<file path="src/rtl/alu_seq_pkg.sv">
// alu_seq_pkg: shared state encodings and ALU in_sel controls for alu_op_sequencer.
// Rev 1.0
`default_nettype none
package alu_seq_pkg;

  typedef enum logic [1:0] {
    ST_IDLE = 2'b00,
    ST_LOAD = 2'b01,
    ST_EXEC = 2'b10,
    ST_RESP = 2'b11
  } state_t;

  // in_sel bit order is {persist, load, reset}
  localparam logic [2:0] SEL_RESET   = 3'b001;
  localparam logic [2:0] SEL_LOAD    = 3'b010;
  localparam logic [2:0] SEL_PERSIST = 3'b100;
  localparam logic [2:0] SEL_NONE    = 3'b000;

  localparam int DEF_DATA_W = 8;
  localparam int DEF_OP_W   = 6;

endpackage
`default_nettype wire

</file>
<file path="src/rtl/alu_op_sequencer_rr_arb2.sv">
// rr_arb2: two-input round-robin arbiter; on a tie the requester that did not win last time wins.
// Rev 1.0
`default_nettype none
module rr_arb2
  import alu_seq_pkg::*;
(
  input  logic       valid0,
  input  logic       valid1,
  input  logic       enable,
  input  logic       last_grant,
  output logic [1:0] grant,
  output logic       grant_id
);

  always_comb begin
    grant_id = (valid0 && valid1) ? ~last_grant : valid1;
    grant    = 2'b00;
    if (enable && (valid0 || valid1)) begin
      grant = grant_id ? 2'b10 : 2'b01;
    end
  end

endmodule
`default_nettype wire

</file>
<file path="src/rtl/alu_op_sequencer.sv">
// alu_op_sequencer: shares one ALU between two requesters (load / persist / capture / respond).
// Rev 1.0 -- optional ALU_SEQ_STATS_EN adds per-requester completed-op counters.
`default_nettype none
module alu_op_sequencer
  import alu_seq_pkg::*;
#(
  parameter int DATA_W   = DEF_DATA_W,
  parameter int OP_W     = DEF_OP_W,
  parameter int EXEC_CYC = 1
) (
  input  logic              clk,
  input  logic              reset,
  input  logic              req0_valid,
  output logic              req0_ready,
  input  logic [DATA_W-1:0] req0_a,
  input  logic [DATA_W-1:0] req0_b,
  input  logic [OP_W-1:0]   req0_op,
  output logic              resp0_valid,
  input  logic              resp0_ready,
  output logic [DATA_W-1:0] resp0_data,
  input  logic              req1_valid,
  output logic              req1_ready,
  input  logic [DATA_W-1:0] req1_a,
  input  logic [DATA_W-1:0] req1_b,
  input  logic [OP_W-1:0]   req1_op,
  output logic              resp1_valid,
  input  logic              resp1_ready,
  output logic [DATA_W-1:0] resp1_data,
  output logic [2:0]        alu_in_sel,
  output logic [DATA_W-1:0] alu_num1,
  output logic [DATA_W-1:0] alu_num2,
  output logic [OP_W-1:0]   alu_out_sel,
  input  logic [DATA_W-1:0] alu_out,
  output logic              busy
`ifdef ALU_SEQ_STATS_EN
  ,
  output logic [15:0]       op_count0,
  output logic [15:0]       op_count1
`endif
);

  localparam logic [3:0] LAST_CNT = 4'(EXEC_CYC - 1);

  state_t            state, state_nxt;
  logic              last_grant, gid;
  logic [DATA_W-1:0] a_q, b_q, result;
  logic [OP_W-1:0]   op_q;
  logic [3:0]        cnt;
  logic [1:0]        grant;
  logic              grant_id;
  logic              accept, exec_done, resp_fire;

  rr_arb2 u_arb (
    .valid0     (req0_valid),
    .valid1     (req1_valid),
    .enable     (state == ST_IDLE && !reset),
    .last_grant (last_grant),
    .grant      (grant),
    .grant_id   (grant_id)
  );

  assign accept    = |grant;
  assign exec_done = (state == ST_EXEC) && (cnt == LAST_CNT);
  assign resp_fire = (state == ST_RESP) && (gid ? resp1_ready : resp0_ready);

  always_ff @(posedge clk) begin
    if (reset) state <= ST_IDLE;
    else       state <= state_nxt;
  end

  always_comb begin
    state_nxt = state;
    case (state)
      ST_IDLE: if (accept)    state_nxt = ST_LOAD;
      ST_LOAD:                state_nxt = ST_EXEC;
      ST_EXEC: if (exec_done) state_nxt = ST_RESP;
      ST_RESP: if (resp_fire) state_nxt = ST_IDLE;
      default:                state_nxt = ST_IDLE;
    endcase
  end

  always_comb begin
    alu_in_sel  = SEL_NONE;
    resp0_valid = 1'b0;
    resp1_valid = 1'b0;
    if (reset) begin
      alu_in_sel = SEL_RESET;
    end else begin
      case (state)
        ST_LOAD: alu_in_sel = SEL_LOAD;
        ST_EXEC: alu_in_sel = SEL_PERSIST;
        ST_RESP: begin
          resp0_valid = !gid;
          resp1_valid = gid;
        end
        default: alu_in_sel = SEL_NONE;
      endcase
    end
  end

  // Operand registers only move on accept, so the ALU pins stay stable outside LOAD/EXEC.
  always_ff @(posedge clk) begin
    if (reset) begin
      last_grant <= 1'b1;
      gid        <= 1'b0;
      a_q        <= '0;
      b_q        <= '0;
      op_q       <= '0;
      result     <= '0;
      cnt        <= '0;
    end else begin
      if (accept) begin
        a_q        <= grant_id ? req1_a  : req0_a;
        b_q        <= grant_id ? req1_b  : req0_b;
        op_q       <= grant_id ? req1_op : req0_op;
        gid        <= grant_id;
        last_grant <= grant_id;
      end
      if (state == ST_LOAD) cnt <= '0;
      if (state == ST_EXEC) cnt <= cnt + 4'd1;
      if (exec_done)        result <= alu_out;
    end
  end

  assign req0_ready  = grant[0];
  assign req1_ready  = grant[1];
  assign resp0_data  = result;
  assign resp1_data  = result;
  assign alu_num1    = a_q;
  assign alu_num2    = b_q;
  assign alu_out_sel = op_q;
  assign busy        = (state != ST_IDLE);

`ifdef ALU_SEQ_STATS_EN
  always_ff @(posedge clk) begin
    if (reset) begin
      op_count0 <= '0;
      op_count1 <= '0;
    end else if (resp_fire) begin
      if (!gid && op_count0 != 16'hFFFF) op_count0 <= op_count0 + 16'd1;
      if (gid  && op_count1 != 16'hFFFF) op_count1 <= op_count1 + 16'd1;
    end
  end
`endif

endmodule
`default_nettype wire

</file>
<file path="config.mk">
export PLATFORM = sky130hd
export DESIGN_NAME = alu_op_sequencer
export DESIGN_NICKNAME = d
export VERILOG_FILES = /design/src/rtl/alu_seq_pkg.sv /design/src/rtl/alu_op_sequencer_rr_arb2.sv /design/src/rtl/alu_op_sequencer.sv
export SDC_FILE = /design/constraint.sdc
export NUM_CORES = 1
export LEC_CHECK = 0
export CAP_MARGIN = 20
export CORE_MARGIN = 3
export CORE_UTILIZATION = 30
export DETAILED_ROUTE_END_ITERATION = 16
export DONT_BUFFER_PORTS = 1
export PLACE_DENSITY = 0.53
export SLEW_MARGIN = 20
export SYNTH_ARGS = -nofsm -noshare
export SYNTH_HDL_FRONTEND = slang
export SYNTH_SLANG_ARGS = --single-unit
</file>
<file path="constraint.sdc">
create_clock -name clk -period 1.8 [get_ports clk]
set_input_delay 0.45 -clock clk [delete_from_list [all_inputs] [get_ports clk]]
set_output_delay 0.45 -clock clk [all_outputs]
set_load 0.02 [all_outputs]
</file>
==> results of run 1 <==
Yosys cell counts, drive strengths merged:
library cell	number	area, um^2
a311oi	20	175
inv	7	26.3
buf	9	67.6
dfxtp	38	761
ha	7	87.6
a22oi	3	22.5
nor3b	2	15.0
a211oi	1	7.51
o211ai	1	7.51
clkbuf	12	45.0
nand2	44	165
nand3	1	5.00
a21oi	4	20.0
and3	2	13.8
mux2	1	11.3
a21bo	1	10.0
o21ai	3	15.0
nor2b	1	6.26
a31o	1	8.76
nor3	1	5.00
o21bai	1	7.51
or3b	1	11.3
nor2	40	153
nand2b	2	12.5
mux2i	10	100
a21boi	1	7.51
a222oi	1	10.0
cell families after synthesis:
| kind of cell | Yosys count |
|---|---|
| AND/OR/NAND/NOR | 94 |
| flip-flops | 38 |
| AO/OA/AOI/OAI | 37 |
| buffers and inverters | 28 |
| multiplexers | 11 |
| adder cells (fa/ha/maj) | 7 |
flip-flops by register name, summed over array words and instances, names as in the netlist:
register and cells:
state 2, last_grant 1, gid 1, cnt 4
alu_num1 8, resp0_data 8, alu_num2 8, alu_out_sel 6
per-layer routing:
metal | share of wire | vias up | track usage
li1 | - | 719 | -
met1 | 0.42 | 636 | 0.141
met2 | 0.45 | 76 | 0.206
met3 | 0.12 | 6 | 0.0556
met4 | 0.011 | 0 | 0.0357
met5 | 0 | - | 0
how the worst max path moves through the flow:
| stage | to | slack, ns | cells past startpoint |
|---|---|---|---|
| detailed placement | state[1] | 0.03 | 7 |
| finish | req0_ready | 0.07 | 5 |
| global route | state[1] | -0.06 | 7 |
| floorplan | req0_ready | 0.05 | 4 |
| CTS | alu_in_sel[2] | 0.009 | 5 |
| global placement | state[1] | 0.08 | 7 |
critical path: cells and delay by family (launching register included):
kind,cells,cell delay (ns)
adders and majority gates,1,0.21
buffers and inverters,2,0.25
DFF,1,0.35
and+or+nand+nor,2,0.20
final cells by class:
class	count	area (um^2)
clock buffers	6	82.6
clock inverters	2	60.1
fillers	596	3580
inverters	7	26.3
multi-input cells	149	908
flip-flops and latches	38	764
well taps	72	90.1
repair buffers	11	95.1
stage by stage:
step / power (uW) / setup WS [ns] / hold slack [ns]
after floorplan: 2080 / 0.0472 / 0.471
after detailed placement: 2320 / 0.0294 / 0.493
after global routing: 3460 / -0.0583 / 0.206
after global placement: 2290 / 0.0804 / 0.483
after CTS: 3250 / 0.00936 / 0.213
final: 3230 / 0.0687 / 0.226
power by group through the flow:
stage          combinational [uW]  sequential, uW  clock [uW]
2_1_floorplan                 774            1310           0
3_5_place_dp                  932            1380           0
6_report                      968            1370         887
5_1_grt                      1100            1400         959
4_1_cts                       950            1370         920
3_3_place_gp                  910            1380           0
timing repair:
action,CTS,global route
endpoints found under the setup margin,3,5
resized for setup,6,6
pin swaps,1,2
setup buffers,1,0
==> reports/qor.txt, run 1 <==
fin nets: 277
vias in the first global route: 1471
Max VDD drop: 0.578 mV
Mapped Nets: 280
Die H: 83.0 um
post-DP HPWL: 3020 um
largest family of logic cells by synthesized area: simple AND/OR/NAND/NOR gates
Final Skew: 0.00578 ns
Placed Instances: 276
Worst Hold End: alu_num2[7]
crit path kind: reg -> out
worst-margin pin slew: 0.534 ns
Post-Place Cell Area: 0.00185 mm^2
Rel. slew slack: 0.640
cell count after synthesis: 215
Hold Path Class: in -> reg
Finished Core Util: 0.361
Syn Area/Cell: 8.26 um^2
pwr/cell area: 1590 mW/mm^2
flops & latches, synth: 38
Antenna diodes: 0
Synth Area in Adders: 0.0493
path depth of the worst reg2reg path: 7
TritonRoute pass-1 iters: 4
switching share of power: 0.367
core area: 0.00561 mm^2
CTS Buffer Depth: 2
Worst-path clk slew: 0.08 ns
overflow left after global routing: 0
Req. time, crit path: 1.35 ns
clock latency at the later pin of the worst-skew pair: 0.28 ns
fin crit share: 0.962
register area share after synthesis: 0.428
CTS Buf Count: 5
hold buffers post-CTS: 0
row count: 27
mux share of post-synthesis cell area: 0.0627
reg2reg start: cnt[1]
Psw: 1180 uW
XOR/XNOR Fraction of Synth Area: 0
initial antenna violation count: 0
commonest non-fill, non-tap cell in the layout: nand2_1
final setup fails: 0
First DRT Iteration DRCs: 65
DR WL/cell: 14.7 um
Hold Crit Depth: 1
fin. max-slew vios: 0
Crit. Startpoint: state[0]
GRT Resource Usage Total: 0.123
DR DRC count: 0
slowest stage cell, crit path: dfxtp_2
highest clock rate: 578 MHz
clock sink count: 38
H-Tree Depth: 2
CTS tree: yes
Final Instance Area: 0.00203 mm^2
final WL: 4190 um
slowest stage delay, CP: 0.35 ns
RSZ-0062 raised after global routing: yes
Leakage: 0.000782 uW
hold_sp: reset
Final Critical Period: 1.73 ns
initial core utilization: 0.317
Crit Path Max Fanout: 4
root buf cell: clkbuf_8
Reg2Reg Setup Slack: 0.08 ns
mapped cell area: 0.00178 mm^2
cells along the critical path: inv_2, ha_2, nand2b_4, nor3_2, buf_4
layout cells sized above 1: 0.178
largest net degree at the start of global routing: 44
compound-gate portion of the synthesized area: 0.164
Clk pwr share: 0.275
Routed Antenna Nets: 0
non-filler cells, final: 285
nature of the critical path startpoint: flop
R2R Path End: state[1]
YS warnings: 0
setup TNS: 0 ns
status: complete, no violations
Logic pwr share: 0.300
die area: 0.00688 mm^2
total number of vias: 1437
RePlAce Congestion: 0.729
Synth cell types: 29
Internal Pwr Total: 2040 uW
crit path DAT: 1.28 ns
num ports: 104
die width: 83.0 um
total of max-cap violations: 0
port bufs: 0
Flop pwr share: 0.425
Hold Fails Final Rpt: 0
Synth Area in Simple Gates: 0.218
first-pass GRT wire length: 7080 um
commonest cells after routing, fill and taps aside: nand2_1 (44), nor2_1 (37), dfxtp_1 (35), a311oi_1 (20)
Avg Vias per Cell: 5.04
Area Growth Syn to Fin: 14.1%
Crit. End Element: output port
Power figures use the tool's default switching activity.
==> inputs of run 2 (changes only) <==
--- a/config.mk
+++ b/config.mk
@@ -10,7 +10,7 @@
 export CORE_UTILIZATION = 30
 export DETAILED_ROUTE_END_ITERATION = 16
 export DONT_BUFFER_PORTS = 1
-export PLACE_DENSITY = 0.53
+export PLACE_DENSITY = 0.52
 export SLEW_MARGIN = 20
 export SYNTH_ARGS = -nofsm -noshare
 export SYNTH_HDL_FRONTEND = slang
==> constraint.sdc (replaced) <==
create_clock -name clk -period 2.15 [get_ports clk]
set_input_delay 0.5375 -clock clk [delete_from_list [all_inputs] [get_ports clk]]
set_output_delay 0.5375 -clock clk [all_outputs]
set_load 0.02 [all_outputs]
==> reports/qor.txt, run 2 (synthesis gave the netlist of run 1 again) <==
non-filler cells, final: 280 (-1.8%)
Crit Path Max Fanout: 4 (unchanged)
commonest cells after routing, fill and taps aside: nand2_1 (44), dfxtp_1 (38), nor2_1 (37), a311oi_1 (20), mux2i_1 (10)
post-DP HPWL: 2950 um (-2.4%)
Final Skew: 0.00776 ns (+0.00198 ns)
Req. time, crit path: 1.61 ns (+0.26 ns)
fin. max-slew vios: 0 (unchanged)
crit path kind: reg -> out
DR WL/cell: 14.6 um (-0.33%)
Internal Pwr Total: 1410 uW (-31%)
final setup fails: 0 (unchanged)
TritonRoute pass-1 iters: 4 (unchanged)
Hold Path Class: in -> reg
Crit. End Element: output port
Final Instance Area: 0.00191 mm^2 (-5.7%)
RePlAce Congestion: 0.727 (-0.32%)
final WL: 4100 um (-2.1%)
Clk pwr share: 0.211 (-0.064)
Placed Instances: 272 (-1.4%)
first-pass GRT wire length: 6790 um (-4.1%)
Routed Antenna Nets: 0 (unchanged)
RSZ-0062 raised after global routing: no
Final Critical Period: 2.00 ns
status: complete, no violations
root buf cell: clkbuf_8
total of max-cap violations: 0 (unchanged)
Logic pwr share: 0.308 (+0.008)
GRT Resource Usage Total: 0.119 (-0.00447)
port bufs: 0 (unchanged)
DR DRC count: 0 (unchanged)
CTS Buf Count: 5 (unchanged)
worst-margin pin slew: 0.497 ns (-0.0368 ns)
switching share of power: 0.403 (+0.0360)
total number of vias: 1448 (+0.77%)
commonest non-fill, non-tap cell in the layout: nand2_1
Area Growth Syn to Fin: 7.61%
crit path DAT: 1.46 ns (+0.18 ns)
core area: 0.00561 mm^2 (unchanged)
highest clock rate: 500 MHz
multi-input logic area: 886 um^2 (-2.5%)
nature of the critical path startpoint: flop
initial core utilization: 0.317 (unchanged)
Flop pwr share: 0.481 (+0.056)
vias in the first global route: 1424 (-3.2%)
H-Tree Depth: 2 (unchanged)
Worst-path clk slew: 0.07 ns (about the same)
setup TNS: 0 ns (unchanged)
row count: 27 (unchanged)
clock sink count: 38 (unchanged)
clock latency at the later pin of the worst-skew pair: 0.29 ns (about the same)
Post-Place Cell Area: 0.00182 mm^2 (-1.6%)
overflow left after global routing: 0 (unchanged)
pwr/cell area: 1240 mW/mm^2 (-22%)
Rel. slew slack: 0.665 (+0.0248)
CTS Buffer Depth: 2 (unchanged)
Fillers: 615 (+3.2%)
First DRT Iteration DRCs: 57 (-12%)
Leakage: 0.000727 uW (-7.0%)
num ports: 104 (unchanged)
die width: 83.0 um (unchanged)
largest net degree at the start of global routing: 44 (unchanged)
initial antenna violation count: 0 (unchanged)
hold slack final: 0.307 ns (+0.0811 ns)
Avg Vias per Cell: 5.17 (+2.6%)
Psw: 953 uW (-19%)
Antenna diodes: 0 (unchanged)
Hold Fails Final Rpt: 0 (unchanged)
fin crit share: 0.930
CTS tree: yes
layout cells sized above 1: 0.106 (-0.0726)
fin nets: 272 (-1.8%)
Die H: 83.0 um (unchanged)
hold buffers post-CTS: 0 (unchanged)
die area: 0.00688 mm^2 (unchanged)
Sequential Area: 761 um^2 (-0.49%)
Max VDD drop: 0.419 mV (-27%)
-- run 2: critical path, cell delays in order, from the launching register on --
cell      delay (ns)
dfxtp_1         0.35
inv_1           0.11
ha_1            0.18
nand2b_1        0.12
nor3_1          0.23
buf_4           0.19
-- run 2: path summary, 6_finish.rpt --
check                                   end  startpoint  slack, ns  cells after the start
worst min-delay path            alu_num2[0]       reset       0.31                      1
worst max-delay path             req0_ready    state[0]       0.15                      5
worst max register to register     state[1]      cnt[0]       0.33                      6
worst min register to register       cnt[1]      cnt[1]       0.50                      2
-- run 2: area by class of cell --
class	instances	share of cell area
flip-flops and latches	38	0.398
clock inverters	1	0.00262
inverters	7	0.0137
clock buffers	7	0.0452
repair buffers	6	0.0301
well taps	72	0.0471
multi-input cells	149	0.463
-- run 2: timing repair --
action                     in CTS  in global routing
setup endpoints to repair       0                  1
gates resized for setup         0                  1
setup buffers                   0                  0
-- run 2: through the flow --
| stage | worst slack (ns) | utilization | total power [uW] |
|---|---|---|---|
| floorplan | 0.308 | - | 1740 |
| global placement | 0.359 | 0.324 | 1890 |
| detailed placement | 0.313 | 0.324 | 1900 |
| global route | 0.0258 | 0.341 | 2560 |
| finish | 0.150 | 0.341 | 2370 |
| CTS | 0.0782 | 0.340 | 2420 |
-- run 2: power groups by stage --
stage / logic [uW] / registers, uW / clock network, uW
floorplan: 648 / 1090 / 0
global placement: 730 / 1160 / 0
detailed placement: 741 / 1160 / 0
CTS: 741 / 1140 / 530
global route: 838 / 1160 / 558
finish: 729 / 1140 / 498
-- run 2: per-layer routing --
metal	vias up	track usage	wire (um)
met5	-	0	0
met4	0	0.0312	19
met3	2	0.0675	537
met2	85	0.181	1750
met1	651	0.143	1800
li1	710	-	-
==> inputs of run 3 (changes only) <==
--- a/config.mk
+++ b/config.mk
@@ -5,11 +5,13 @@
 export SDC_FILE = /design/constraint.sdc
 export NUM_CORES = 1
 export LEC_CHECK = 0
+export ABC_AREA = 1
 export CAP_MARGIN = 20
 export CORE_MARGIN = 3
 export CORE_UTILIZATION = 30
 export DETAILED_ROUTE_END_ITERATION = 16
 export DONT_BUFFER_PORTS = 1
+export GPL_TIMING_DRIVEN = 0
 export PLACE_DENSITY = 0.52
 export SLEW_MARGIN = 20
 export SYNTH_ARGS = -nofsm -noshare
==> constraint.sdc (replaced) <==
create_clock -name clk -period 2.15 [get_ports clk]
set_input_delay 0.43 -clock clk [delete_from_list [all_inputs] [get_ports clk]]
set_output_delay 0.43 -clock clk [all_outputs]
set_load 0.02 [all_outputs]
==> reports/qor.txt, run 3 <==
final setup fails: 0 (unchanged)
cell taking the most area after synthesis: dfxtp_1
Post-Place Cell Area: 0.00204 mm^2 (+12%)
Die H: 86.5 um (+4.3%)
port bufs: 0 (unchanged)
Met1 Wirelength: 2010 um (+12%)
crit path DAT: 1.58 ns (+0.12 ns)
setup bufs post-CTS: 0 (unchanged)
R2R Path End: resp0_data[7]
status: complete, no violations
multi-input logic area: 936 um^2 (+5.6%)
total number of vias: 1688 (+17%)
clock sink count: 38 (unchanged)
worst-margin pin slew: 0.679 ns (+0.182 ns)
num ports: 104 (unchanged)
Synth Area in Adders: 0.0450 (-0.00428)
die area: 0.00749 mm^2 (+8.8%)
Leakage: 0.000977 uW (+34%)
Worst Hold End: alu_num2[3]
highest clock rate: 498 MHz (-0.41%)
Max VDD drop: 0.669 mV (+59%)
row count: 28 (+3.7%)
Post-synth EDFFs: 0 (unchanged)
cell count after synthesis: 290 (+35%)
Final Instance Area: 0.00215 mm^2 (+13%)
Reg2Reg Setup Slack: 0.61 ns (+0.28 ns)
fin nets: 362 (+33%)
clock latency at the later pin of the worst-skew pair: 0.29 ns (about the same)
DR DRC count: 0 (unchanged)
Most used DFF post-synth: dfxtp_1
Rel. slew slack: 0.544 (-0.121)
final WL: 4880 um (+19%)
Sequential Area: 761 um^2 (unchanged)
first-pass GRT wire length: 7400 um (+9.0%)
CTS Buf Count: 5 (unchanged)
top-area cell type share of the netlist area: 0.391 (-0.0372)
largest net degree at the start of global routing: 13 (-70%)
Synth area leaders: dfxtp_1 (39%), nand2_1 (24%), a21oi_1 (8.5%)
initial antenna violation count: 0 (unchanged)
total of max-cap violations: 0 (unchanged)
H-Tree Depth: 2 (unchanged)
nature of the critical path startpoint: flop
Hold Crit Depth: 3 (+2)
Worst-path clk slew: 0.08 ns (about the same)
TritonRoute pass-1 iters: 4 (unchanged)
RSZ-0062 raised after global routing: no
Final Skew: 0.00592 ns (-0.00184 ns)
XOR/XNOR Fraction of Synth Area: 0.00450 (+0.00450)
mux share of post-synthesis cell area: 0 (-0.0627)
Antenna diodes: 0 (unchanged)
First DRT Iteration DRCs: 56 (-1.8%)
fin. max-slew vios: 0 (unchanged)
Mapped Nets: 355 (+27%)
YS warnings: 0 (unchanged)
Hold Path Class: in -> reg
layout cells sized above 1: 0.131 (+0.0251)
fin crit share: 0.934 (+0.00381)
Max Used Layer: met4
RePlAce Congestion: 0.814 (+12%)
Synth cell types: 21 (-28%)
setup TNS: 0 ns (unchanged)
most frequent cell after synthesis: nand2_1
Synth top cells by count: nand2_1 (124), dfxtp_1 (38), a21oi_1 (33), inv_1 (22), nor2_1 (16)
wire length on met2: 2370 um (+36%)
commonest cells after routing, fill and taps aside: nand2_1 (124), dfxtp_1 (38), a21oi_1 (33), inv_1 (21), nor2_1 (15)
Routed Antenna Nets: 0 (unchanged)
Placed Instances: 365 (+34%)
ys async rst share: 0 (unchanged)
flops & latches, synth: 38 (unchanged)
register area share after synthesis: 0.391 (-0.0372)
Finished Core Util: 0.353 (+0.0123)
Final Critical Period: 2.01 ns (+0.00820 ns)
mapped cell area: 0.00195 mm^2 (+9.5%)
met3 WL: 430 um (-20%)
Avg Vias per Cell: 4.53 (-12%)
vias in the first global route: 1532 (+7.6%)
commonest non-fill, non-tap cell in the layout: nand2_1
CTS Buffer Depth: 2 (unchanged)
Synth Area in Simple Gates: 0.312 (+0.0943)
compound-gate portion of the synthesized area: 0.117 (-0.0470)
largest family of logic cells by synthesized area: simple AND/OR/NAND/NOR gates
core area: 0.00610 mm^2 (+8.7%)
Area Growth Syn to Fin: 10.7%
overflow left after global routing: 0 (unchanged)
root buf cell: clkbuf_8
hold_sp: reset
initial core utilization: 0.319 (+0.00235)
Req. time, crit path: 1.72 ns (+0.11 ns)
crit path kind: reg -> out
post-DP HPWL: 3760 um (+27%)
reg2reg start: state[0]
CTS tree: yes
Crit Path Max Fanout: 10 (+6)
pwr/cell area: 1260 mW/mm^2 (+2.1%)
Hold Fails Final Rpt: 0 (unchanged)
die width: 86.5 um (+4.3%)
DR WL/cell: 13.1 um (-11%)
hold slack final: 0.325 ns (+0.0185 ns)
Fillers: 688 (+12%)
non-filler cells, final: 373 (+33%)
Crit. End Element: output port
GRT Resource Usage Total: 0.128 (+0.00971)
Syn Area/Cell: 6.71 um^2 (-19%)
path depth of the worst reg2reg path: 6 (unchanged)
==> run 3: metal layers <==
metal | vias to the layer above | GRT usage
met5 | - | 0
met4 | 0 | 0.0510
met3 | 7 | 0.0475
met2 | 54 | 0.207
met1 | 729 | 0.155
li1 | 898 | -
==> run 3: through the flow <==
step | setup slack, ns | power [uW]
CTS | 0.0409 | 2760
detailed placement | 0.315 | 2140
finish | 0.141 | 2720
global route | 0.00615 | 2960
global placement | 0.320 | 2140
floorplan | 0.515 | 1940
==> run 3: worst max-delay path: stages (launching register included) <==
cell	delay [ns]
dfxtp_1	0.34
inv_1	0.11
ha_2	0.21
nand2_2	0.10
nor2_8	0.15
buf_6	0.17
nand2_1	0.08
inv_2	0.11
==> run 3: final cells by class <==
type,instances,area share
Clock buffer,5,0.0320
Multi-Input combinational cell,205,0.435
Inverter,25,0.0447
Buffer,22,0.0732
Sequential cell,38,0.353
Clock inverter,3,0.0186
Tap cell,75,0.0436
==> run 3: cell families after synthesis <==
family | after synthesis
AOI/OAI and AO/OA | 45
buffers and inverters | 47
and+or+nand+nor | 152
xor gates and xnor gates | 1
adders and majority gates | 7
DFF | 38
==> run 3: worst max-delay path by stage <==
| stage | cells past startpoint | slack (ns) | from | to |
|---|---|---|---|---|
| after floorplan | 6 | 0.52 | state[0] | req0_ready |
| after global placement | 6 | 0.32 | state[0] | req0_ready |
| after detailed placement | 6 | 0.31 | state[1] | req0_ready |
| after CTS | 7 | 0.04 | state[1] | req1_ready |
| after global routing | 7 | 0.006 | state[0] | req1_ready |
| final | 7 | 0.14 | state[0] | req1_ready |
==> run 3: report_power, final <==
group	switching, uW	total [uW]	internal (uW)
logic	642	1010	369
registers	248	1110	861
clock network	260	602	342
total	1150	2720	1570
==> run 3: what timing repair did <==
item / 4_1_cts / 5_1_grt
gates resized for setup: 1 / 2
hold buffers: 0 / 0
cloned: 0 / 0
setup endpoints to repair: 1 / 1
